**src/rtl/axa_pkg.sv**
```systemverilog
// Shared definitions for the AxA tile feeder: word width, FSM encoding and
// the order in which the eight words of an A/B tile pair are fetched.
package axa_pkg;

    localparam int WORD_W     = 32;
    localparam int TILE_WORDS = 8;

    typedef enum logic [2:0] {
        ST_IDLE    = 3'd0,
        ST_FETCH   = 3'd1,
        ST_PRESENT = 3'd2,
        ST_RELEASE = 3'd3,
        ST_DONE    = 3'd4
    } state_t;

    // Word index w: bit 2 selects the B tile, bit 1 the row, bit 0 the column.
    localparam logic [2:0] W_A11 = 3'd0;
    localparam logic [2:0] W_A12 = 3'd1;
    localparam logic [2:0] W_A21 = 3'd2;
    localparam logic [2:0] W_A22 = 3'd3;
    localparam logic [2:0] W_B11 = 3'd4;
    localparam logic [2:0] W_B12 = 3'd5;
    localparam logic [2:0] W_B21 = 3'd6;
    localparam logic [2:0] W_B22 = 3'd7;

    function automatic logic word_is_b(input logic [2:0] w);
        return w[2];
    endfunction

    function automatic logic word_row(input logic [2:0] w);
        return w[1];
    endfunction

    function automatic logic word_col(input logic [2:0] w);
        return w[0];
    endfunction

endpackage

```
**src/rtl/axa_tile_feeder_if.sv**
```systemverilog
// Bundle of start/base inputs, RAM read port and the Stable/Ack tile port
// between the tile feeder (master) and its environment (slave).
interface axa_tile_feeder_if
    import axa_pkg::*;
#(
    parameter int ADDR_W = 10,
    parameter int IDX_W  = 1
);
    logic              input_Start;
    logic [ADDR_W-1:0] input_A_Base;
    logic [ADDR_W-1:0] input_B_Base;
    logic              output_Mem_Rd;
    logic [ADDR_W-1:0] output_Mem_Addr;
    logic [WORD_W-1:0] input_Mem_Data;
    logic [WORD_W-1:0] output_A11, output_A12, output_A21, output_A22;
    logic [WORD_W-1:0] output_B11, output_B12, output_B21, output_B22;
    logic              output_Stable;
    logic              input_AB_Ack;
    logic [IDX_W-1:0]  output_Tile_I, output_Tile_J, output_Tile_K;
    logic              output_Last_K;
    logic              output_Busy;
    logic              output_Done;

    // Four-phase handshake: Stable rises with tile/index outputs frozen; the sink
    // raises Ack; Stable falls; the sink drops Ack; only then is the next tile fetched.
    modport master (
        input  input_Start, input_A_Base, input_B_Base, input_Mem_Data, input_AB_Ack,
        output output_Mem_Rd, output_Mem_Addr,
        output output_A11, output_A12, output_A21, output_A22,
        output output_B11, output_B12, output_B21, output_B22,
        output output_Stable, output_Tile_I, output_Tile_J, output_Tile_K,
        output output_Last_K, output_Busy, output_Done
    );

    modport slave (
        output input_Start, input_A_Base, input_B_Base, input_Mem_Data, input_AB_Ack,
        input  output_Mem_Rd, output_Mem_Addr,
        input  output_A11, output_A12, output_A21, output_A22,
        input  output_B11, output_B12, output_B21, output_B22,
        input  output_Stable, output_Tile_I, output_Tile_J, output_Tile_K,
        input  output_Last_K, output_Busy, output_Done
    );

endinterface

```
**src/rtl/tile_addr_gen.sv**
```systemverilog
// Block/word counters for the tile walk (k innermost, then j, then i) and the
// RAM word address of the current fetch word, modulo 2^ADDR_W.
module tile_addr_gen
    import axa_pkg::*;
#(
    parameter int N      = 4,
    parameter int ADDR_W = 10,
    parameter int IDX_W  = 1
) (
    input  logic              clk,
    input  logic              rst_n,
    input  logic              clear,
    input  logic              step_word,
    input  logic              next_tile,
    input  logic [ADDR_W-1:0] a_base,
    input  logic [ADDR_W-1:0] b_base,
    output logic [ADDR_W-1:0] addr,
    output logic [2:0]        word,
    output logic [IDX_W-1:0]  i,
    output logic [IDX_W-1:0]  j,
    output logic [IDX_W-1:0]  k,
    output logic              word_done,
    output logic              last_k,
    output logic              last_tile
);
    localparam logic [IDX_W-1:0]  IDX_MAX = IDX_W'(N / 2 - 1);
    localparam logic [ADDR_W-1:0] STRIDE  = ADDR_W'(N);

    logic [3:0]        w_q;
    logic [ADDR_W-1:0] a_base_q, b_base_q;
    logic [ADDR_W-1:0] base, row, col;
    logic [IDX_W-1:0]  row_blk, col_blk;

    always_ff @(posedge clk or negedge rst_n) begin
        if (!rst_n) begin
            w_q      <= '0;
            i        <= '0;
            j        <= '0;
            k        <= '0;
            a_base_q <= '0;
            b_base_q <= '0;
        end else if (clear) begin
            w_q      <= '0;
            i        <= '0;
            j        <= '0;
            k        <= '0;
            a_base_q <= a_base;
            b_base_q <= b_base;
        end else if (next_tile) begin
            w_q <= '0;
            if (k != IDX_MAX) begin
                k <= k + 1'b1;
            end else begin
                k <= '0;
                if (j != IDX_MAX) begin
                    j <= j + 1'b1;
                end else begin
                    j <= '0;
                    i <= (i == IDX_MAX) ? '0 : i + 1'b1;
                end
            end
        end else if (step_word) begin
            w_q <= w_q + 4'd1;
        end
    end

    // A tile (i,k) walks A rows 2i+r, columns 2k+c; B tile (k,j) walks rows 2k+r, columns 2j+c.
    always_comb begin
        base    = a_base_q;
        row_blk = i;
        col_blk = k;
        if (word_is_b(w_q[2:0])) begin
            base    = b_base_q;
            row_blk = k;
            col_blk = j;
        end
        row  = (ADDR_W'(row_blk) << 1) | ADDR_W'(word_row(w_q[2:0]));
        col  = (ADDR_W'(col_blk) << 1) | ADDR_W'(word_col(w_q[2:0]));
        addr = base + row * STRIDE + col;
    end

    assign word      = w_q[2:0];
    assign word_done = (w_q == 4'(TILE_WORDS));
    assign last_k    = (k == IDX_MAX);
    assign last_tile = last_k && (i == IDX_MAX) && (j == IDX_MAX);

endmodule

```
**src/rtl/axa_tile_feeder.sv**
```systemverilog
// Walks the block triples of A*B, fetches each A/B 2x2 tile pair from word RAM
// and presents it to the AxA multiplier over the Stable/Ack handshake.
module axa_tile_feeder
    import axa_pkg::*;
#(
    parameter int N      = 4,
    parameter int ADDR_W = 10,
    parameter int IDX_W  = (N / 2 > 1) ? $clog2(N / 2) : 1
) (
    input  logic              input_Clk,
    input  logic              input_Reset,
    axa_tile_feeder_if.master bus,
    output state_t            debug_state
);
    state_t            state_q, state_d;
    logic [ADDR_W-1:0] gen_addr, addr_hold_q;
    logic [2:0]        word;
    logic [IDX_W-1:0]  cur_i, cur_j, cur_k;
    logic              word_done, cur_last_k, last_tile;
    logic              start_ok, rd, release_go;
    logic              vld_q;
    logic [2:0]        cap_idx_q;
    logic [WORD_W-1:0] tile_q [TILE_WORDS];
    logic [IDX_W-1:0]  tile_i_q, tile_j_q, tile_k_q;
    logic              last_k_q;

    assign start_ok   = (state_q == ST_IDLE) && bus.input_Start;
    assign rd         = (state_q == ST_FETCH) && !word_done;
    assign release_go = (state_q == ST_RELEASE) && !bus.input_AB_Ack;

    tile_addr_gen #(.N(N), .ADDR_W(ADDR_W), .IDX_W(IDX_W)) u_addr_gen (
        .clk       (input_Clk),
        .rst_n     (input_Reset),
        .clear     (start_ok),
        .step_word (rd),
        .next_tile (release_go),
        .a_base    (bus.input_A_Base),
        .b_base    (bus.input_B_Base),
        .addr      (gen_addr),
        .word      (word),
        .i         (cur_i),
        .j         (cur_j),
        .k         (cur_k),
        .word_done (word_done),
        .last_k    (cur_last_k),
        .last_tile (last_tile)
    );

    always_comb begin
        state_d = state_q;
        case (state_q)
            ST_IDLE:    if (bus.input_Start) state_d = ST_FETCH;
            ST_FETCH:   if (word_done) state_d = ST_PRESENT;
            ST_PRESENT: if (bus.input_AB_Ack) state_d = ST_RELEASE;
            ST_RELEASE: if (!bus.input_AB_Ack) state_d = last_tile ? ST_DONE : ST_FETCH;
            ST_DONE:    state_d = ST_IDLE;
            default:    state_d = ST_IDLE;
        endcase
    end

    // Read data lands one cycle after the strobe; vld_q/cap_idx_q track which word it is.
    always_ff @(posedge input_Clk or negedge input_Reset) begin
        if (!input_Reset) begin
            state_q     <= ST_IDLE;
            addr_hold_q <= '0;
            vld_q       <= 1'b0;
            cap_idx_q   <= '0;
            tile_i_q    <= '0;
            tile_j_q    <= '0;
            tile_k_q    <= '0;
            last_k_q    <= 1'b0;
            for (int n = 0; n < TILE_WORDS; n++) tile_q[n] <= '0;
        end else begin
            state_q   <= state_d;
            vld_q     <= rd;
            cap_idx_q <= word;
            if (rd) addr_hold_q <= gen_addr;
            if (vld_q) tile_q[cap_idx_q] <= bus.input_Mem_Data;
            if ((state_q == ST_FETCH) && word_done) begin
                tile_i_q <= cur_i;
                tile_j_q <= cur_j;
                tile_k_q <= cur_k;
                last_k_q <= cur_last_k;
            end
        end
    end

    assign bus.output_Mem_Rd   = rd;
    assign bus.output_Mem_Addr = rd ? gen_addr : addr_hold_q;
    assign bus.output_A11      = tile_q[W_A11];
    assign bus.output_A12      = tile_q[W_A12];
    assign bus.output_A21      = tile_q[W_A21];
    assign bus.output_A22      = tile_q[W_A22];
    assign bus.output_B11      = tile_q[W_B11];
    assign bus.output_B12      = tile_q[W_B12];
    assign bus.output_B21      = tile_q[W_B21];
    assign bus.output_B22      = tile_q[W_B22];
    assign bus.output_Stable   = (state_q == ST_PRESENT);
    assign bus.output_Tile_I   = tile_i_q;
    assign bus.output_Tile_J   = tile_j_q;
    assign bus.output_Tile_K   = tile_k_q;
    assign bus.output_Last_K   = last_k_q;
    assign bus.output_Busy     = (state_q != ST_IDLE);
    assign bus.output_Done     = (state_q == ST_DONE);
    assign debug_state         = state_q;

endmodule

```
**src/flat_wrapper.sv**
```systemverilog
// flat-port wrapper written by rule: the top's interface ports become plain ports
module axa_tile_feeder_flat import axa_pkg::*;
#(
    parameter int N      = 4,
    parameter int ADDR_W = 10,
    parameter int IDX_W  = (N / 2 > 1) ? $clog2(N / 2) : 1
)
  (input_Clk, input_Reset, debug_state, bus_input_Start, bus_input_A_Base, bus_input_B_Base, bus_input_Mem_Data, bus_input_AB_Ack, bus_output_Mem_Rd, bus_output_Mem_Addr, bus_output_A11, bus_output_A12, bus_output_A21, bus_output_A22, bus_output_B11, bus_output_B12, bus_output_B21, bus_output_B22, bus_output_Stable, bus_output_Tile_I, bus_output_Tile_J, bus_output_Tile_K, bus_output_Last_K, bus_output_Busy, bus_output_Done);
  axa_tile_feeder_if #(.ADDR_W(ADDR_W), .IDX_W(IDX_W)) bus_i ();
  input  logic input_Clk;
  input  logic input_Reset;
  output state_t debug_state;
  input wire logic [$bits(bus_i.input_Start)-1:0] bus_input_Start;
  input wire logic [$bits(bus_i.input_A_Base)-1:0] bus_input_A_Base;
  input wire logic [$bits(bus_i.input_B_Base)-1:0] bus_input_B_Base;
  input wire logic [$bits(bus_i.input_Mem_Data)-1:0] bus_input_Mem_Data;
  input wire logic [$bits(bus_i.input_AB_Ack)-1:0] bus_input_AB_Ack;
  output wire logic [$bits(bus_i.output_Mem_Rd)-1:0] bus_output_Mem_Rd;
  output wire logic [$bits(bus_i.output_Mem_Addr)-1:0] bus_output_Mem_Addr;
  output wire logic [$bits(bus_i.output_A11)-1:0] bus_output_A11;
  output wire logic [$bits(bus_i.output_A12)-1:0] bus_output_A12;
  output wire logic [$bits(bus_i.output_A21)-1:0] bus_output_A21;
  output wire logic [$bits(bus_i.output_A22)-1:0] bus_output_A22;
  output wire logic [$bits(bus_i.output_B11)-1:0] bus_output_B11;
  output wire logic [$bits(bus_i.output_B12)-1:0] bus_output_B12;
  output wire logic [$bits(bus_i.output_B21)-1:0] bus_output_B21;
  output wire logic [$bits(bus_i.output_B22)-1:0] bus_output_B22;
  output wire logic [$bits(bus_i.output_Stable)-1:0] bus_output_Stable;
  output wire logic [$bits(bus_i.output_Tile_I)-1:0] bus_output_Tile_I;
  output wire logic [$bits(bus_i.output_Tile_J)-1:0] bus_output_Tile_J;
  output wire logic [$bits(bus_i.output_Tile_K)-1:0] bus_output_Tile_K;
  output wire logic [$bits(bus_i.output_Last_K)-1:0] bus_output_Last_K;
  output wire logic [$bits(bus_i.output_Busy)-1:0] bus_output_Busy;
  output wire logic [$bits(bus_i.output_Done)-1:0] bus_output_Done;
  assign bus_i.input_Start = bus_input_Start;
  assign bus_i.input_A_Base = bus_input_A_Base;
  assign bus_i.input_B_Base = bus_input_B_Base;
  assign bus_i.input_Mem_Data = bus_input_Mem_Data;
  assign bus_i.input_AB_Ack = bus_input_AB_Ack;
  assign bus_output_Mem_Rd = bus_i.output_Mem_Rd;
  assign bus_output_Mem_Addr = bus_i.output_Mem_Addr;
  assign bus_output_A11 = bus_i.output_A11;
  assign bus_output_A12 = bus_i.output_A12;
  assign bus_output_A21 = bus_i.output_A21;
  assign bus_output_A22 = bus_i.output_A22;
  assign bus_output_B11 = bus_i.output_B11;
  assign bus_output_B12 = bus_i.output_B12;
  assign bus_output_B21 = bus_i.output_B21;
  assign bus_output_B22 = bus_i.output_B22;
  assign bus_output_Stable = bus_i.output_Stable;
  assign bus_output_Tile_I = bus_i.output_Tile_I;
  assign bus_output_Tile_J = bus_i.output_Tile_J;
  assign bus_output_Tile_K = bus_i.output_Tile_K;
  assign bus_output_Last_K = bus_i.output_Last_K;
  assign bus_output_Busy = bus_i.output_Busy;
  assign bus_output_Done = bus_i.output_Done;
  axa_tile_feeder #(.N(N), .ADDR_W(ADDR_W), .IDX_W(IDX_W)) u_core (.input_Clk(input_Clk), .input_Reset(input_Reset), .bus(bus_i), .debug_state(debug_state));
endmodule
```
**config.mk**
```make
export PLATFORM = sky130hd
export DESIGN_NAME = axa_tile_feeder_flat
export DESIGN_NICKNAME = d
export VERILOG_FILES = /design/src/rtl/axa_pkg.sv /design/src/rtl/axa_tile_feeder_if.sv /design/src/rtl/tile_addr_gen.sv /design/src/rtl/axa_tile_feeder.sv /design/src/flat_wrapper.sv
export SDC_FILE = /design/constraint.sdc
export NUM_CORES = 1
export LEC_CHECK = 0
export CAP_MARGIN = 10
export CORE_MARGIN = 1.5
export CORE_UTILIZATION = 35
export CTS_BUF_LIST = sky130_fd_sc_hd__clkbuf_8
export DETAILED_ROUTE_END_ITERATION = 10
export PLACE_DENSITY_LB_ADDON = 0.1
export SYNTH_ARGS = -nofsm -noshare
export SYNTH_HDL_FRONTEND = slang
export SYNTH_SLANG_ARGS = --single-unit
```
**constraint.sdc**
```tcl
create_clock -name input_Clk -period 5.8 [get_ports input_Clk]
set_clock_uncertainty 0.05 [all_clocks]
set_input_delay 0.87 -clock input_Clk [delete_from_list [all_inputs] [get_ports input_Clk]]
set_output_delay 0.87 -clock input_Clk [all_outputs]
set_load 0.05 [all_outputs]
```
# Word-level counts from Yosys, hierarchy flattened
# Cells that the tools add are included.
[totals] register_bits=303 out_inout_bits=277
[classes] n_addsub=6 magnitude_cmp=2 n_eq_ne=9 n_mux=28 bitwise_logic=3 reduce_logical=18
[ops] cell="$bwmux 256" count=1
[ops] cell="$demux 32 s3" count=1
[ops] cell="$mux 32" count=1
[ops] cell="$mux 10" count=2
[ops] cell="$mux 3" count=5
[ops] cell="$mux 1" count=14
[ops] cell="$mux 4" count=3
[ops] cell="$pmux 3 s4" count=1
[ops] cell="$add 10x2->10" count=1
[ops] cell="$add 10x4->10" count=1
[ops] cell="$logic_and 1x1->1" count=7
[ops] cell="$eq 3x2->1 const B" count=2
[ops] cell="$ne 2x2->1 const B" count=3
[ops] cell="$reduce_bool 2->1" count=3
[ops] cell="$reduce_bool 3->1" count=2
[ops] cell="$add 4x1->4 const B" count=1
[ops] cell="$eq 4x4->1 const B" count=1
[ops] cell="$ge 4x4->1 const B" count=1
[ops] cell="$lt 4x1->1 const B" count=1
[ops] cell="$not 3->4" count=1
[ops] cell="$or 2x1->2" count=2
[ops] cell="$reduce_and 4->1" count=1
[ops] cell="$add 1x1->1 const B" count=3
[ops] cell="$eq 3x1->1 const B" count=1
[ops] cell="other kinds (6)" count=7

# Longest topological paths before layout
# Gate-level depths: netlist (run 1).
[logic_depth] ltp_word=6 ltp_mapped=9 ltp_nobuf=7

# By module
# From an unflattened synthesis (run 1), not the netlist that was laid out.
[hier_totals] hier_cells=739 area_unflattened_um2=11975.2
[by_module_without_submodules] module="axa_tile_feeder" n_inst=1 cells_each=607 area_each_um2=10410.0 seq_area_each_um2=6931.6
[by_module_without_submodules] module="tile_addr_gen" n_inst=1 cells_each=132 area_each_um2=1565.3 seq_area_each_um2=675.6

# Least setup slack after synthesis (run 1)
# No wires, ideal clock.
[synth_path] path_kind="input port to output port" start="input u_core.u_addr_gen.w_q[2]" end="output bus_output_Mem_Addr[6]" arrival_time_ps=3213 required_ps=4880 slack_ps=1667 cell_stages=10 path_buffers=2 cell_sequence="dfrtp_1 > buf_6 > buf_2 > mux2_2 > ha_1 > fa_1 > nand3_1 > a211oi_1 > xor2_1 > o21ai_0"
[synth_between] elab_chain_len=5
[synth_rtl] element="from (decl)" line_no="tile_addr_gen.sv:29" source="logic [3:0] w_q;"
[synth_rtl] element="$mux 1" line_no="tile_addr_gen.sv:72" source="if (word_is_b(w_q[2:0])) begin"
[synth_rtl] element="$or 2x1->2" line_no="tile_addr_gen.sv:77" source="row = (ADDR_W'(row_blk) << 1) | ADDR_W'(word_row(w_q[2:0]));"
[synth_rtl] element="$add 10x4->10" line_no="tile_addr_gen.sv:79" source="addr = base + row * STRIDE + col;"
[synth_rtl] element="$add 10x2->10" line_no="tile_addr_gen.sv:79"
[synth_rtl] element="$mux 10 (*)" line_no="axa_tile_feeder.sv:89" source="assign bus.output_Mem_Addr = rd ? gen_addr : addr_hold_q;"
[synth_rtl] element="to (decl)" line_no="flat_wrapper.sv:19" source="output wire logic [$bits(bus_i.output_Mem_Addr)-1:0] bus_output_Mem_Addr;"
# Every way passes the cells marked *; elsewhere a longest branch is shown, timed or not.

# Worst setup path in the final report (run 1)
# Ends and elaborated chain as after synthesis.

==> run_results.csv, run 1 <==
group,metric,value,unit
synthesis,synthCells,746,
run_status,status,"complete, no violations",
grt,grt_pass1_wl,49.1,mm
sta,rsz0062_at_grt,"false",
finish,final_common_cell,"clkdlybuf4s50_1",
sta,hold_violations,0,
worst_setup_path,r2r_cells,3,
finish,regArea,7580,µm²
grt,grt_overflow,0,
sta,period_share,80.8,%
floorplanning,fp.dieW,188,µm
worst_setup_path,worstPathCellList,"buf_4, mux2_2, ha_1, fa_1, nand3_1, a211oi_1, xor2_1, o21ai_0, clkdlybuf4s50_1",
synthesis,syn_area_per_cell,16.0,µm²
clock_tree,cts_tree,"built",
place,io_buffers,332,
sta,fin_crit,4.69,ns
synthesis,ys_seq_area_share,63.5,%
sta,slew_viol_final,0,
finish,areaGrowthSynthToFinish,40.9,%
finish,fillerInstances,2940,
worst_setup_path,worstReg2RegStart,"u_core.cap_idx_q[0]",
synthesis,synth-edff-count,0,
drt,drc,0,
drt,drt-wirelength-per-cell,19.7,µm
worst_setup_path,crit_required,4.88,ns
floorplanning,die_y,188,µm
worst_setup_path,cp_slowest_cell,"clkdlybuf4s50_1",
synthesis,synth_cell_types,44,
finish,fin_nets,1175,
sta,max_freq,213,MHz
clock_tree,cts_resized,0,
place,gp_congestion,0.723,
worst_setup_path,end_kind,"primary output",
worst_setup_path,crit_type,"reg -> out",
drt,final_antenna_net_count,0,
drt,viasPerCell,4.71,
synthesis,synth_area,11900,µm²
sta,worst_slew_pin_slew,1.15,ns
synthesis,syn_nets,809,
clock_tree,clock_latency,0.56,ns
floorplanning,num_rows,67,
drt,drt_iter0_drc,241,
worst_setup_path,cp_max_fo,21,
finish,drive_gt1_share,32.0,%
drt,drt-total-wl,31.6,mm
clock_tree,htree_levels,2,
sta,slew_headroom,23.3,%
synthesis,synth-seq-cells,303,
place,hpwl,20.5,mm
clock_tree,clk_pin_slew,0.05,ns
floorplanning,start_util,35.6,%
job,maxCapViolCount,0,
clock_tree,hold_buffers,0,
clock_tree,cts_buffers,54,
worst_setup_path,reg2reg_slack,3.17,ns
worst_setup_path,critPathLaunchType,"flop",
finish,layout_common_cells,"331 x clkdlybuf4s50_1, 303 x dfrtp_1, 265 x mux2_2, 71 x clkbuf_8, 24 x inv_1",
finish,antenna_cells,0,
floorplanning,dieArea,35200,µm²
worst_setup_path,crit_arrival,3.77,ns
clock_tree,clkSinkCount,303,
clock_tree,post_cts_buffers,0,
floorplanning,core_area,33500,µm²
sta,setup-tns-final,0,ns
drt,firstDrtPassIters,4,
clock_tree,cts_root_buf,"clkbuf_8",
synthesis,yosysWarnings,0,
grt,grt_pass1_vias,7839,
drt,vias,7538,
place,pre_cts_slack,1.70,ns
worst_setup_path,slowest_delay,0.87,ns
grt,grtUsageTotal,18.0,%
clock_tree,clk_path_buf_depth,3,
grt,grt_start_max_net_pins,150,
sta,fin_ws,1.11,ns
sta,finalSetupViolations,0,
synthesis,synth_ff_type,"dfrtp_1",
worst_hold_path,hp-class,"in -> async",
synthesis,synthArstFlopShare,100,%
floorplanning,io_pins,333,
finish,multi_input_area,4080,µm²
grt,antenna_found_initial,0,
worst_setup_path,reg2reg_to,"u_core.bus.output_A12[22]",
[stage by stage]
| stage | std cells | instance area, µm² | util (%) | hold WS, ns |
|---|---|---|---|---|
| 2_1_floorplan | 746 | 11900 | - | 0.338 |
| 3_3_place_gp | 1504 | 15700 | 46.8 | 0.415 |
| 3_5_place_dp | 1504 | 15700 | 46.8 | 0.418 |
| 4_1_cts | 1602 | 16800 | 50.2 | 0.295 |
| 5_1_grt | 1602 | 16800 | 50.2 | 0.319 |
| 6_report | 1602 | 16800 | 50.2 | 0.264 |
[critical path: cells and delay by family (launching register included)]
kind / cells / cell delay, ns
simple gates: 1 / 0.17
compound gates: 2 / 0.36
xor+xnor: 1 / 0.18
fa+ha+maj: 2 / 0.66
buf+inv: 2 / 1.14
mux: 1 / 0.37
flops: 1 / 0.32
[per-layer routing]
layer  track usage [%]  vias to the layer above  routed length [µm]
met5                 0                        -                   0
met4              5.69                        0                 745
met3              6.40                       56                2650
met2              28.1                      256               14400
met1              23.5                     3822               13800
li1                  -                     3404                   -
[final cells by class]
| type | count | share of cell area, % |
|---|---|---|
| Clock inverter | 27 | 0.915 |
| Clock buffer | 71 | 5.81 |
| Tap cell | 448 | 3.33 |
| Multi-Input combinational cell | 402 | 24.3 |
| Sequential cell | 303 | 45.1 |
| Inverter | 5 | 0.112 |
| Timing Repair Buffer | 346 | 20.5 |
[flip-flops by register name (all words and copies together) (netlist names), 3 cells and up]
name / cells
u_core.u_addr_gen.a_base_q: 10
u_core.bus.output_B21: 32
u_core.cap_idx_q: 3
u_core.bus.output_B12: 32
u_core.bus.output_B11: 32
u_core.u_addr_gen.w_q: 4
u_core.addr_hold_q: 10
u_core.bus.output_B22: 32
u_core.bus.output_A22: 32
u_core.u_addr_gen.b_base_q: 10
u_core.bus.output_A11: 32
u_core.debug_state: 3
u_core.bus.output_A21: 32
u_core.bus.output_A12: 32
[cell usage after synthesis, types with 2 or more instances]
master | n | area (µm²)
buf_6 | 9 | 101
mux2_1 | 22 | 248
a211oi_1 | 3 | 22.5
ha_1 | 6 | 75.1
mux2i_1 | 6 | 60.1
mux2_2 | 265 | 2980
nand2_1 | 20 | 75.1
a21oi_1 | 10 | 50.1
buf_4 | 9 | 67.6
nor3b_4 | 2 | 37.5
nor2_1 | 7 | 26.3
o21ai_0 | 7 | 35.0
nor3b_2 | 2 | 25.0
or3_1 | 2 | 12.5
nor3b_1 | 2 | 15.0
buf_2 | 16 | 80.1
xor2_1 | 5 | 43.8
dfrtp_1 | 303 | 7580
inv_1 | 4 | 15.0
clkbuf_1 | 2 | 7.51
a211o_1 | 2 | 17.5
and3_1 | 3 | 18.8
nand4b_1 | 5 | 43.8
nand3b_1 | 2 | 15.0
nand3_1 | 4 | 20.0
xnor2_1 | 5 | 43.8
nand4_1 | 6 | 37.5
[cell families after synthesis]
logic type	share of synthesized area [%]
fa+ha+maj	0.797
mux	27.6
simple gates	3.63
buf+inv	2.31
flops	63.5
compound gates	1.43
xor+xnor	0.734
[worst max path at each step]
| stage | from | to | cells past startpoint |
|---|---|---|---|
| finish | u_core.u_addr_gen.w_q[2] | bus_output_Mem_Addr[6] | 9 |
| CTS | u_core.u_addr_gen.w_q[2] | bus_output_Mem_Addr[6] | 9 |
| global route | u_core.u_addr_gen.w_q[2] | bus_output_Mem_Addr[6] | 9 |
| detailed placement | u_core.u_addr_gen.w_q[2] | bus_output_Mem_Addr[6] | 9 |
| floorplan | u_core.u_addr_gen.w_q[2] | bus_output_Mem_Addr[6] | 9 |
| global placement | u_core.u_addr_gen.w_q[2] | bus_output_Mem_Addr[6] | 9 |
Power of run 1 is left out: the tool's default activity adds up to more than one toggle a clock period on the data nets, which glitch-free logic cannot reach.
==> run 2: changes to the inputs <==
Clock period 5.8 ns to 4.9 ns, I/O delays scaled along.
==> run_results.csv, run 2 (same netlist as run 1, synthesis figures left out) <==
group,metric,value,unit
clock_tree,clk_pin_slew,0.06,ns
clock_tree,hold_buffers,0,
sta,fin_crit,4.60,ns
grt,grtUsageTotal,18.1,%
worst_setup_path,reg2reg_slack,2.27,ns
job,maxCapViolCount,0,
finish,layout_common_cells,"331 x clkdlybuf4s50_1, 303 x dfrtp_1, 265 x mux2_2, 70 x clkbuf_8, 22 x mux2_1",
finish,areaGrowthSynthToFinish,40.7,%
drt,drt_iter0_drc,272,
place,io_buffers,332,
run_status,status,"complete, no violations",
clock_tree,cts_buffers,52,
clock_tree,cts_resized,0,
worst_setup_path,critPathLaunchType,"flop",
drt,firstDrtPassIters,4,
clock_tree,clk_path_buf_depth,3,
worst_setup_path,reg2reg_to,"u_core.bus.output_A12[23]",
worst_setup_path,end_kind,"primary output",
sta,period_share,93.9,%
worst_setup_path,crit_required,4.12,ns
floorplanning,die_y,188,µm
sta,finalSetupViolations,0,
clock_tree,post_cts_buffers,0,
finish,fin_nets,1175,
clock_tree,cts_tree,"built",
grt,antenna_found_initial,0,
clock_tree,clkSinkCount,303,
worst_setup_path,r2r_cells,3,
finish,final_common_cell,"clkdlybuf4s50_1",
drt,drt-wirelength-per-cell,19.7,µm
sta,setup-tns-final,0,ns
grt,grt_start_max_net_pins,116,
floorplanning,dieArea,35200,µm²
place,gp_congestion,0.722,
grt,grt_pass1_wl,49.6,mm
floorplanning,io_pins,333,
worst_setup_path,crit_arrival,3.81,ns
sta,slew_headroom,26.5,%
clock_tree,htree_levels,2,
sta,worst_slew_pin_slew,1.10,ns
floorplanning,fp.dieW,188,µm
sta,rsz0062_at_grt,"false",
sta,max_freq,217,MHz
grt,grt_overflow,0,
floorplanning,num_rows,67,
drt,viasPerCell,4.71,
drt,drt-total-wl,31.5,mm
worst_setup_path,worstReg2RegStart,"u_core.cap_idx_q[0]",
floorplanning,start_util,35.6,%
worst_setup_path,crit_type,"reg -> out",
worst_setup_path,endpoint,"bus_output_Mem_Addr[6]",
worst_hold_path,hp-class,"in -> async",
clock_tree,cts_root_buf,"clkbuf_8",
worst_setup_path,startpoint,"u_core.u_addr_gen.w_q[2]",
drt,final_antenna_net_count,0,
worst_setup_path,cp_max_fo,10,
place,hpwl,21.0,mm
sta,hold_violations,0,
grt,grt_pass1_vias,8109,
finish,drive_gt1_share,32.0,%
floorplanning,core_area,33500,µm²
clock_tree,clock_latency,0.57,ns
drt,drc,0,
sta,slew_viol_final,0,
drt,vias,7523,
finish,antenna_cells,0,
run 2: cell count changes in the layout (fill, tap and decap cells not counted):
cell       change
buf_4          +1
inv_8          +2
inv_1          -4
buf_12         +1
inv_6          -2
clkinv_2       -1
clkbuf_8       -1
bufinv_16      -1
run 2: critical path, stage by stage (launching register included):
cell and delay, ns:
dfrtp_1 0.64, mux2_2 0.40, ha_1 0.24, fa_1 0.42, nand3_1 0.17, a211oi_1 0.10
xor2_1 0.19, o21ai_0 0.24, clkdlybuf4s50_1 0.86
run 2: area by class of cell:
type                            instances  area, µm²
Clock inverter                         21        109
Fill cell                            2970      16700
Sequential cell                       303       7580
Timing Repair Buffer                  348       3470
Clock buffer                           70        963
Tap cell                              448        561
Multi-Input combinational cell        402       4080
Inverter                                5       18.8
run 2: worst min-delay path by stage:
| stage | start | end | slack [ns] |
|---|---|---|---|
| detailed placement | u_core.addr_hold_q[0] | u_core.addr_hold_q[0] | 0.42 |
| finish | input_Reset | u_core.bus.output_B21[15] | 0.07 |
| global route | input_Reset | u_core.bus.output_B21[15] | 0.09 |
| floorplan | u_core.u_addr_gen.w_q[2] | u_core.cap_idx_q[2] | 0.34 |
| global placement | u_core.u_addr_gen.a_base_q[0] | u_core.u_addr_gen.a_base_q[0] | 0.41 |
| CTS | input_Reset | u_core.bus.output_B21[15] | 0.07 |
run 2: metal layers:
layer / vias to the layer above / GRT usage (%) / part of all wire (%)
li1: 3391 / - / -
met1: 3821 / 23.8 / 44
met2: 247 / 27.9 / 45
met3: 64 / 6.38 / 8.5
met4: 0 / 6.09 / 2.5
met5: - / 0 / 0
run 2: metrics by stage:
step                      hold WS (ns)  util [%]  setup slack, ns  area (µm²)  cells
after floorplan                  0.338         -            0.902       11900    746
after global placement           0.413      46.9            0.921       15700   1506
after detailed placement         0.415      46.9            0.891       15700   1506
after CTS                       0.0688      50.1            0.227       16800   1597
after global routing            0.0861      50.1           0.0617       16800   1597
final                           0.0715      50.1            0.301       16800   1597
Power of run 2 is left out for the same reason.
